<file path="src/rtl/mac_operand_sequencer.sv">
// Operand FIFO and burst sequencer feeding the sequential MAC.
// Issues one pair per cycle and flags when sum_q holds a complete burst.
module mac_operand_sequencer #(
    parameter int WIDTH = 16,
    parameter int DEPTH = 8,
    parameter int CNTW  = 8
) (
    input  logic                     clk,
    input  logic                     reset,
    input  logic                     in_valid,
    output logic                     in_ready,
    input  logic [WIDTH-1:0]         in_a,
    input  logic [WIDTH-1:0]         in_b,
    input  logic                     in_last,
    input  logic                     hold,
    output logic [WIDTH-1:0]         acc_a,
    output logic [WIDTH-1:0]         acc_b,
    output logic                     acc_en,
    output logic                     burst_done,
    output logic [CNTW-1:0]          burst_len,
    output logic [$clog2(DEPTH):0]   fifo_count
);

    localparam int AW = $clog2(DEPTH);

    typedef enum logic [1:0] {
        IDLE,
        RUN,
        FLUSH,
        DONE
    } state_t;

    state_t state, state_nxt;

    logic [WIDTH-1:0] mem_a [DEPTH];
    logic [WIDTH-1:0] mem_b [DEPTH];
    logic             mem_l [DEPTH];

    logic [AW-1:0]   wptr, rptr;
    logic [AW:0]     count;
    logic [CNTW-1:0] cnt;
    logic            full, empty, push, pop;

    assign full     = (count == (AW+1)'(DEPTH));
    assign empty    = (count == '0);
    assign in_ready = !full;
    assign push     = in_valid && !full;

    // Payload storage needs no reset; occupancy is tracked by count.
    always_ff @(posedge clk) begin
        if (push) begin
            mem_a[wptr] <= in_a;
            mem_b[wptr] <= in_b;
            mem_l[wptr] <= in_last;
        end
    end

    always_ff @(posedge clk or negedge reset) begin
        if (!reset) begin
            wptr  <= '0;
            rptr  <= '0;
            count <= '0;
        end else begin
            if (push) wptr <= wptr + 1'b1;
            if (pop)  rptr <= rptr + 1'b1;
            case ({push, pop})
                2'b10:   count <= count + 1'b1;
                2'b01:   count <= count - 1'b1;
                default: count <= count;
            endcase
        end
    end

    always_ff @(posedge clk or negedge reset) begin
        if (!reset) state <= IDLE;
        else        state <= state_nxt;
    end

    always_comb begin
        state_nxt = state;
        pop       = 1'b0;
        unique case (state)
            IDLE: begin
                if (!empty) state_nxt = RUN;
            end
            RUN: begin
                pop = !empty && !hold;
                if (pop && mem_l[rptr]) state_nxt = FLUSH;
            end
            FLUSH: begin
                state_nxt = DONE;
            end
            DONE: begin
                state_nxt = empty ? IDLE : RUN;
            end
            default: begin
                state_nxt = IDLE;
            end
        endcase
    end

    always_ff @(posedge clk or negedge reset) begin
        if (!reset) begin
            acc_a  <= '0;
            acc_b  <= '0;
            acc_en <= 1'b0;
            cnt    <= '0;
        end else begin
            acc_en <= pop;
            if (pop) begin
                acc_a <= mem_a[rptr];
                acc_b <= mem_b[rptr];
            end
            // Counter saturates rather than wrapping on very long bursts.
            if (state == DONE)
                cnt <= '0;
            else if (pop && (cnt != '1))
                cnt <= cnt + 1'b1;
        end
    end

    assign burst_done = (state == DONE);
    assign burst_len  = burst_done ? cnt : '0;
    assign fifo_count = count;

endmodule
</file>
<file path="config.mk">
export PLATFORM = sky130hd
export DESIGN_NAME = mac_operand_sequencer
export DESIGN_NICKNAME = d
export VERILOG_FILES = /design/src/rtl/mac_operand_sequencer.sv
export SDC_FILE = /design/constraint.sdc
export NUM_CORES = 1
export LEC_CHECK = 0
export BUFFER_PORTS_ARGS = -buffer_cell sky130_fd_sc_hd__buf_2
export CORE_MARGIN = 1.5
export CORE_UTILIZATION = 54
export DETAILED_ROUTE_END_ITERATION = 8
export GPL_TIMING_DRIVEN = 1
export PLACE_DENSITY = 0.74
export SLEW_MARGIN = 20
export SYNTH_ARGS = -nofsm -noshare
export SYNTH_HDL_FRONTEND = slang
export SYNTH_SLANG_ARGS = --single-unit
</file>
<file path="constraint.sdc">
create_clock -name clk -period 4.4 [get_ports clk]
set_input_delay 0.22 -clock clk [delete_from_list [all_inputs] [get_ports clk]]
set_output_delay 0.22 -clock clk [all_outputs]
set_load 0.01 [all_outputs]
</file>
==> flow_metrics.py <==
metrics = {
    "critical_path": {
        "cp_max_fo": 76,
        "path_class": "reg -> reg",
        "reg2reg_setup_slack_ns": 1.51,
        "critPathRequiredTime_ns": 4.86,
        "critPathCaptureType": "register",
        "cp.arrival_ns": 3.35,
        "setup.worst_path.start_class": "register",
    },
    "power": {
        "ir_drop_uv": 354.8,
        "p_leak_nw": 5.094,
        "p_per_area_nw_per_um2": 636.3,
    },
    "status": {
        "status": "finished clean",
    },
    "yosys": {
        "syn-instance-count": 618,
        "async_reset_ff_share_pct": 16.72,
        "syn-cell-area_um2": 12270,
        "synth_edf_count": 264,
        "synth_cell_types": 37,
        "synth-main-ff-cell": "edfxtp_1",
        "syn_nets": 665,
        "yosys_warnings": 0,
        "synth.avg_cell_area_um2": 19.86,
        "seq_area_frac_synth_pct": 75.42,
        "ys_ff_latch": 317,
    },
    "floorplan": {
        "die_x_um": 153.7,
        "die_y_um": 153.7,
        "start_util_pct": 55.71,
        "die_area_um2": 23640,
        "row_count": 54,
        "coreArea_um2": 22030,
        "io_pins": 84,
    },
    "clocking": {
        "clockRootBuffer": "clkbuf_16",
        "cts_resized": 0,
        "cts_buffers": 30,
        "cts_max_level": 1,
        "clk_latency_ns": 0.55,
        "clock_sinks": 317,
        "postCtsHoldBufs": 35,
        "cts_tree": "yes",
        "clk_pin_slew_worst_paths_ns": 0.06,
        "cts_setup_buffers": 0,
        "clockBufferDepth": 3,
    },
    "global_route": {
        "grt_use_total_pct": 20.06,
        "grt_pass1_vias": 6566,
        "overflow": 0,
        "grt_pass1_wl_um": 36350,
        "grt_max_degree": 77,
        "antenna_found_initial": 0,
    },
    "layout": {
        "drive_gt1_share_pct": 28.83,
        "multi_input_area_um2": 2883,
        "design_area_um2": 14440,
        "fill_cells": 1428,
        "n_antenna_cell": 0,
        "area_delta_synth_final_pct": 17.67,
        "seqCellArea_um2": 9260,
        "final_nets": 807,
    },
    "routing": {
        "routed-via-count": 6065,
        "viasPerCell": 5.700,
        "drc_errors": 0,
        "drt_iter0_markers": 405,
        "drt_first_pass_iters": 5,
        "ant_nets": 0,
        "wl_um": 23120,
        "wl_per_cell_um": 21.73,
    },
    "sta": {
        "skew_ns": 0.01300,
        "min_period_ns": 2.886,
        "hold_viol_final": 0,
        "relSlewSlack_pct": 41.74,
        "rsz0062_at_grt": "no",
        "setup_viol": 0,
        "finalCritPeriodShare_pct": 65.58,
        "fmax_mhz": 346.5,
        "slew_violations": 0,
        "tns_ns": 0,
        "tightest_slew_ns": 0.8738,
    },
    "place": {
        "dp_hpwl_um": 13150,
        "gp_congestion": 0.7368,
        "portBuffers": 83,
        "place_area_um2": 13150,
    },
    "worst_hold_path": {
        "min-delay-path-class": "in -> reg",
    },
    "run": {
        "cap_violations": 0,
    },
}
==> layout make-up <==
class / count / share of cell area [%]
inverter: 3 / 0.07799
multi-input combinational: 269 / 19.97
tap: 280 / 2.426
timing repair buffer: 139 / 7.036
sequential: 317 / 64.13
clock inverter: 17 / 0.7799
clock buffer: 39 / 5.581
==> cells in the final DEF, fill, tap and decap left out, drive strengths merged, types with 10 or more instances in the layout <==
cell,netlist,final
xor2,12,12
buf,27,104
nor2,47,47
a21oi,36,36
edfxtp,264,264
mux2i,37,37
ha,10,10
dlygate4sd3,0,35
mux4,64,64
dfrtp,53,53
clkinv,0,13
clkbuf,2,39
==> final timing paths <==
kind | depth (start not counted) | to | startpoint
max in group asynchronous | 3 | rptr[0] | reset
min in group asynchronous | 3 | cnt[0] | reset
hold reg to reg | 2 | acc_a[7] | acc_a[7]
setup reg to reg | 11 | fifo_count[3] | state[1]
hold / removal | 4 | state[0] | hold
setup / recovery | 11 | fifo_count[3] | state[1]
==> Yosys cell counts (all sizes together), types with 2 or more instances <==
cell type	number	area (µm²)
ha	10	125.1
nand3	5	25.02
a31oi	2	12.51
nor2b	2	12.51
dfrtp	53	1326
nand4	3	18.77
xnor2	4	35.03
inv	3	11.26
nand3b	2	15.01
nor3	9	45.04
and2	9	56.30
nand2b	3	18.77
nor4	2	27.53
xor2	12	105.1
clkbuf	2	7.510
mux2i	37	370.4
buf	27	177.7
mux2	4	45.04
nor2	47	176.4
mux4	64	1441
a21oi	36	180.2
nand2	9	33.78
edfxtp	264	7928
==> registers in the layout, summed over array words and instances (netlist names) <==
| signal | flops |
|---|---|
| acc_b | 16 |
| state | 2 |
| mem_b | 128 |
| fifo_count | 4 |
| mem_a | 128 |
| rptr | 3 |
| mem_l | 8 |
| acc_en | 1 |
| cnt | 8 |
| acc_a | 16 |
| wptr | 3 |
==> critical path, cell delays in order (launching register included) <==
cell and delay (ns):
dfrtp_1 0.41, inv_1 0.12, ha_1 0.18, inv_1 0.08, nor3_2 0.21, buf_4 0.72
ha_1 0.37, nand2b_1 0.07, a21oi_1 0.15, nor3_1 0.07, nor3_1 0.24, xor2_1 0.17
==> logic make-up (layout without fill, tap and decap cells) <==
| group | count (synthesis) | in the layout | share of synthesized area (%) |
|---|---|---|---|
| XOR/XNOR | 16 | 16 | 1.142 |
| multiplexers | 105 | 105 | 15.13 |
| AND/OR/NAND/NOR | 93 | 93 | 3.620 |
| AO/OA/AOI/OAI | 45 | 45 | 2.070 |
| adder cells (fa/ha/maj) | 10 | 10 | 1.020 |
| flip-flops | 317 | 317 | 75.42 |
| buffers and inverters | 32 | 198 | 1.601 |
==> routing by layer <==
metal | part of all wire, % | global-route usage (%)
met3 | 4.8 | 3.044
met5 | 0 | 0
met1 | 41 | 25.84
met4 | 1.3 | 5.317
met2 | 53 | 35.90
==> where the power goes <==
part	leakage, nW	total, mW	switching (mW)	internal, mW
combinational	1.65	2.55	1.31	1.24
sequential	3.01	4.25	0.402	3.85
clock	0.441	2.39	1.04	1.35
total	5.09	9.19	2.75	6.44
==> stage by stage <==
step / power, mW / util, % / instances / hold slack, ns / setup slack [ns]
finish: 9.187 / 65.55 / 1064 / 0.2330 / 1.514
global route: 9.641 / 65.55 / 1064 / 0.2574 / 1.313
CTS: 9.260 / 65.46 / 1063 / 0.2001 / 1.529
detailed placement: 6.856 / 59.70 / 972 / 0.4525 / 1.556
global placement: 6.698 / 59.20 / 968 / 0.4437 / 1.783
floorplan: 6.071 / - / 618 / -0.07559 / 0.6066
Note: power is estimated with default switching activity, not from simulation.
